## src/rtl/valid_ready_upsizer_if.sv

```systemverilog
// valid_ready_upsizer_if
//   Bundles both handshakes of the width up-converter.
//   Upstream side : valid_up, data_up[width], last_up, ready_up
//   Downstream side: valid_down, data_down[width*ratio], count_down[cw],
//                    last_down, ready_down
//   Modports:
//     slave  - the up-converter (consumes beats, produces words)
//     master - the surrounding logic (produces beats, consumes words)
interface valid_ready_upsizer_if #(
    parameter int width = 4,
    parameter int ratio = 4
);
    localparam int cw = $clog2(ratio) + 1;

    logic                   valid_up;
    logic [width-1:0]       data_up;
    logic                   last_up;
    logic                   ready_up;

    logic                   valid_down;
    logic [width*ratio-1:0] data_down;
    logic [cw-1:0]          count_down;
    logic                   last_down;
    logic                   ready_down;

    modport slave (
        input  valid_up, data_up, last_up, ready_down,
        output ready_up, valid_down, data_down, count_down, last_down
    );

    modport master (
        output valid_up, data_up, last_up, ready_down,
        input  ready_up, valid_down, data_down, count_down, last_down
    );
endinterface

```

## src/rtl/valid_ready_upsizer.sv

```systemverilog
// valid_ready_upsizer
//   Packs `ratio` consecutive `width`-bit beats into one width*ratio-bit word.
//   Beat 0 of a word sits in the LSBs. last_up closes a word early; unused
//   upper slots of such a partial word are zero. The packed word is held in a
//   single output register with a valid/ready handshake.
//   Ports:
//     clk  - clock, all state on rising edge
//     rst  - synchronous active-high reset
//     bus  - valid_ready_upsizer_if.slave carrying both handshakes
module valid_ready_upsizer #(
    parameter int width = 4,
    parameter int ratio = 4
) (
    input  logic                  clk,
    input  logic                  rst,
    valid_ready_upsizer_if.slave  bus
);
    localparam int cw = $clog2(ratio) + 1;
    localparam int iw = (ratio > 1) ? $clog2(ratio) : 1;
    localparam int ww = width * ratio;

    logic [iw-1:0] idx_q,   idx_d;
    logic [ww-1:0] acc_q,   acc_d;
    logic          valid_q, valid_d;
    logic [ww-1:0] data_q,  data_d;
    logic [cw-1:0] count_q, count_d;
    logic          last_q,  last_d;

    logic [ww-1:0] merged;
    logic          ready_up;
    logic          accept;
    logic          at_end;
    logic          complete;

    // Accumulator with the incoming beat dropped into the current slot.
    generate
        for (genvar gi = 0; gi < ratio; gi++) begin : g_slot
            localparam logic [iw-1:0] SLOT = iw'(gi);
            assign merged[gi*width +: width] = (idx_q == SLOT)
                                             ? bus.data_up
                                             : acc_q[gi*width +: width];
        end
    endgenerate

    // Upstream may only move when the output register is free or draining
    // this cycle; this keeps acc/idx frozen during a downstream stall.
    assign ready_up = !valid_q || bus.ready_down;
    assign accept   = bus.valid_up && ready_up;
    assign at_end   = (idx_q == iw'(ratio - 1));
    assign complete = accept && (at_end || bus.last_up);

    always_comb begin
        idx_d   = idx_q;
        acc_d   = acc_q;
        valid_d = valid_q;
        data_d  = data_q;
        count_d = count_q;
        last_d  = last_q;

        if (accept) begin
            if (complete) begin
                idx_d = '0;
                acc_d = '0;
            end else begin
                idx_d = idx_q + iw'(1);
                acc_d = merged;
            end
        end

        // A completing beat wins over a drain, so back-to-back words
        // keep valid high with no gap.
        if (complete) begin
            valid_d = 1'b1;
            data_d  = merged;
            count_d = cw'(idx_q) + cw'(1);
            last_d  = bus.last_up;
        end else if (valid_q && bus.ready_down) begin
            valid_d = 1'b0;
        end
    end

    always_ff @(posedge clk) begin
        if (rst) begin
            idx_q   <= '0;
            acc_q   <= '0;
            valid_q <= 1'b0;
            data_q  <= '0;
            count_q <= '0;
            last_q  <= 1'b0;
        end else begin
            idx_q   <= idx_d;
            acc_q   <= acc_d;
            valid_q <= valid_d;
            data_q  <= data_d;
            count_q <= count_d;
            last_q  <= last_d;
        end
    end

    assign bus.ready_up   = ready_up;
    assign bus.valid_down = valid_q;
    assign bus.data_down  = data_q;
    assign bus.count_down = count_q;
    assign bus.last_down  = last_q;
endmodule

```

## src/flat_wrapper.sv

```systemverilog
// flat-port wrapper written by rule: the top's interface ports become plain ports
module valid_ready_upsizer_flat 
#(
    parameter int width = 4,
    parameter int ratio = 4
)
  (clk, rst, bus_valid_up, bus_data_up, bus_last_up, bus_ready_down, bus_ready_up, bus_valid_down, bus_data_down, bus_count_down, bus_last_down);
  valid_ready_upsizer_if #(.width(width), .ratio(ratio)) bus_i ();
  input  logic clk;
  input  logic rst;
  input wire logic [$bits(bus_i.valid_up)-1:0] bus_valid_up;
  input wire logic [$bits(bus_i.data_up)-1:0] bus_data_up;
  input wire logic [$bits(bus_i.last_up)-1:0] bus_last_up;
  input wire logic [$bits(bus_i.ready_down)-1:0] bus_ready_down;
  output wire logic [$bits(bus_i.ready_up)-1:0] bus_ready_up;
  output wire logic [$bits(bus_i.valid_down)-1:0] bus_valid_down;
  output wire logic [$bits(bus_i.data_down)-1:0] bus_data_down;
  output wire logic [$bits(bus_i.count_down)-1:0] bus_count_down;
  output wire logic [$bits(bus_i.last_down)-1:0] bus_last_down;
  assign bus_i.valid_up = bus_valid_up;
  assign bus_i.data_up = bus_data_up;
  assign bus_i.last_up = bus_last_up;
  assign bus_i.ready_down = bus_ready_down;
  assign bus_ready_up = bus_i.ready_up;
  assign bus_valid_down = bus_i.valid_down;
  assign bus_data_down = bus_i.data_down;
  assign bus_count_down = bus_i.count_down;
  assign bus_last_down = bus_i.last_down;
  valid_ready_upsizer #(.width(width), .ratio(ratio)) u_core (.clk(clk), .rst(rst), .bus(bus_i));
endmodule
```

## config.mk

```make
export PLATFORM = sky130hd
export DESIGN_NAME = valid_ready_upsizer_flat
export DESIGN_NICKNAME = d
export VERILOG_FILES = /design/src/rtl/valid_ready_upsizer_if.sv /design/src/rtl/valid_ready_upsizer.sv /design/src/flat_wrapper.sv
export SDC_FILE = /design/constraint.sdc
export NUM_CORES = 1
export LEC_CHECK = 0
export ABC_AREA = 1
export ABC_CLOCK_PERIOD_IN_PS = 1400
export BUFFER_PORTS_ARGS = -buffer_cell sky130_fd_sc_hd__buf_2
export CORE_ASPECT_RATIO = 0.6
export CORE_MARGIN = 8
export CORE_UTILIZATION = 47
export DETAILED_ROUTE_END_ITERATION = 6
export GPL_TIMING_DRIVEN = 0
export PLACE_DENSITY = 0.68
export SYNTH_ARGS = -nofsm -noshare
export SYNTH_HDL_FRONTEND = slang
export SYNTH_SLANG_ARGS = --single-unit
export TNS_END_PERCENT = 10
```

## constraint.sdc

```tcl
create_clock -name clk -period 1.4 [get_ports clk]
set_input_delay 0.14 -clock clk [delete_from_list [all_inputs] [get_ports clk]]
set_output_delay 0.14 -clock clk [all_outputs]
set_load 0.02 [all_outputs]
```

==> flow_summary.toml <==
[placed_design]
gp_congestion = 0.8642
portBuffers = 29
hpwl_um = 3898

[logic_synthesis]
synth_seq_cells = 39
synth_edf_count = 0
synth-seq-area-share_pct = 36.90
async_flop_share_pct = 0
synth_warnings = 0
syn_nets = 356
syn_inst = 343
ys_types = 19
syn_area_um2 = 2116
avgSynthCellArea_um2 = 6.168
synth_ff_type = "dfxtp_1"

[outcome]
run_status = "finished clean"

[sta]
setup_tns_ns = 0
fin_crit_sh_pct = 99.20
tightestPinTransition_ns = 0.5581
whs_ns = 0.1136
hold_violations = 0
setup_viol = 0
relSlewSlack_pct = 62.79
max_freq_mhz = 720.0
rsz0062_at_grt = "true"
fin_crit_ns = 1.389
fin_skew_ns = 0.007039
drv_slew = 0

[power]
swShare_pct = 26.93
power.leakage_uw = 0.001323
p_per_area_nw_per_um2 = 1043
combPwrFrac_pct = 18.2
p_seq_share_pct = 42.1
p_int_uw = 2054
p_sw_uw = 757.0
p_clk_share_pct = 39.7
max-vdd-ir-drop_mv = 0.6046

[clocking]
cts_buffers = 5
cts_tree = "done"
ctsHoldBuffers = 0
clkTransAtPathRegs_ns = 0.08
root_buffer = "clkbuf_8"
ctsLongestPathBuffers = 2
clkSinkCount = 39
htreeDepth = 2
clk_latency_ns = 0.30

[critical_path]
crit_fanout = 9
worstSetupPathType = "reg2reg"
worstPathArrival_ns = 1.56
worstReg2RegStart = "u_core.idx_q[1]$_SDFFE_PP0P_"
startpoint = "u_core.idx_q[1]$_SDFFE_PP0P_"
cp_cell_sequence = "inv_1, ha_1, buf_6, inv_6, nand2_1, nand2_1, nand3_1, nand2_1, nor2_1"
cpMaxStageDelayCell = "dfxtp_4"
max_stage_delay_ns = 0.37
startpoint_type = "flip-flop"
cpMostUsedCell = "nand2_1"
required_ns = 1.57
cp-end-kind = "flip-flop"

[die]
num_io_pins = 31
initial_core_util_pct = 47.59
die_x_um = 102.6
die_area_um2 = 6975
dieHeight_um = 67.97
coreArea_um2 = 4446
rows = 19

[grt]
grt_pass1_vias = 1916
grt-ovfl-total = 0
grt_max_degree = 13
antenna_found_initial = 0
track_usage_pct = 16.27
grt_pass1_wl_um = 8859

[finish]
num-nets-final = 400
areaGrowthSynthToFinish_pct = 27.32
num_antenna_cells = 0
drive_gt1_share_pct = 21.65

[detailed_routing]
ant_nets = 0
vias = 2096
drt_iter0_drc = 138
drt-wirelength-per-cell_um = 12.29
drc = 0
drt-pass1-iter-count = 4
totalWireLength_um = 5544
routed_via_density = 4.647

[min_path]
worstHoldStart = "bus_last_up"
min_path_type = "in2reg"

[flow_run]
cap_violations = 0
[worst paths after layout]
kind	end	slack [ns]	cells past startpoint
worst max-delay path	u_core.bus.data_down[4]$_SDFFE_PP0P_	0.01	9
worst min-delay path	u_core.bus.last_down$_SDFFE_PP0P_	0.11	3
worst max register to register	u_core.bus.data_down[4]$_SDFFE_PP0P_	0.01	9
worst min register to register	u_core.bus.last_down$_SDFFE_PP0P_	0.47	2
[layout by cell type (no fill, tap or decap), drive strengths merged]
| cell type | synthesis | final |
|---|---|---|
| a21oi | 22 | 22 |
| buf | 12 | 48 |
| bufinv | 0 | 2 |
| clkbuf | 4 | 11 |
| clkinv | 0 | 1 |
| dfxtp | 39 | 39 |
| ha | 4 | 4 |
| inv | 50 | 49 |
| nand2 | 157 | 157 |
| nand3 | 34 | 34 |
| nor2 | 20 | 20 |
| o21ai | 1 | 1 |
[power by group through the flow]
stage / Combinational (uW) / Clock, uW / Sequential, uW
after floorplan: 263 / 0 / 1260
after global placement: 440 / 0 / 1210
after detailed placement: 445 / 0 / 1210
after CTS: 467 / 1130 / 1180
after global routing: 568 / 1180 / 1190
final: 512 / 1120 / 1180
[timing repair]
item / in CTS / in global routing
endpoints found under the setup margin: 38 / 29
pin swaps: 0 / 6
gates resized for setup: 18 / 27
buffers inserted: 2 / 7
cloned: 0 / 1
[critical path, delay by kind of cell, from the launching register on]
kind | cells | cell delay [ns]
buf+inv | 3 | 0.30
flops | 1 | 0.37
simple gates | 5 | 0.36
fa+ha+maj | 1 | 0.21
[kinds of logic after synthesis]
family	synth area share, %
flip-flops	36.90
AND/OR/NAND/NOR	40.51
buffers and inverters	14.07
AO/OA/AOI/OAI	6.150
adder cells (fa/ha/maj)	2.366
[cells in the mapped netlist, types with 2 or more instances]
master / count / area share [%]
ha_1: 4 / 2.4
dfxtp_1: 39 / 37
a21oi_1: 20 / 4.7
inv_1: 47 / 8.3
nand2_1: 155 / 27
inv_2: 2 / 0.35
nor2_1: 20 / 3.5
buf_2: 6 / 1.4
buf_4: 2 / 0.71
buf_6: 4 / 2.1
nand3_1: 33 / 7.8
clkbuf_1: 4 / 0.71
[stage by stage]
stage / utilization [%] / cell area, um^2 / std cells / worst slack (ns) / power [uW]
2_1_floorplan: - / 2116 / 343 / 0.008599 / 1519
3_3_place_gp: 52.63 / 2340 / 435 / -0.1271 / 1648
3_5_place_dp: 52.63 / 2340 / 435 / -0.1432 / 1654
4_1_cts: 56.94 / 2531 / 445 / -0.002674 / 2779
5_1_grt: 60.60 / 2694 / 451 / -0.08853 / 2939
6_report: 60.60 / 2694 / 451 / 0.01114 / 2811
[flip-flops by register name (all words and copies together) (netlist names)]
signal,count
u_core.idx_q,2
u_core.bus.data_down,16
u_core.bus.count_down,3
u_core.acc_q,16
u_core.bus.last_down,1
u_core.bus.valid_down,1
[layer usage]
metal	vias up	wire length [um]	GRT usage, %
met2	64	2313	24.72
met5	-	0	0
met4	0	51	5.082
li1	1115	-	-
met3	7	496	4.162
met1	910	2683	22.14
[area by class of cell]
class,count,area [um^2]
Multi-Input combinational cell,238,1114
Inverter,50,215.2
Fill cell,454,1752
Tap cell,63,78.83
Buffer,14,127.6
Clock inverter,2,60.06
Timing Repair Buffer,39,237.7
Clock buffer,6,72.57
Sequential cell,39,788.3
(Power assumes the default switching activity.)
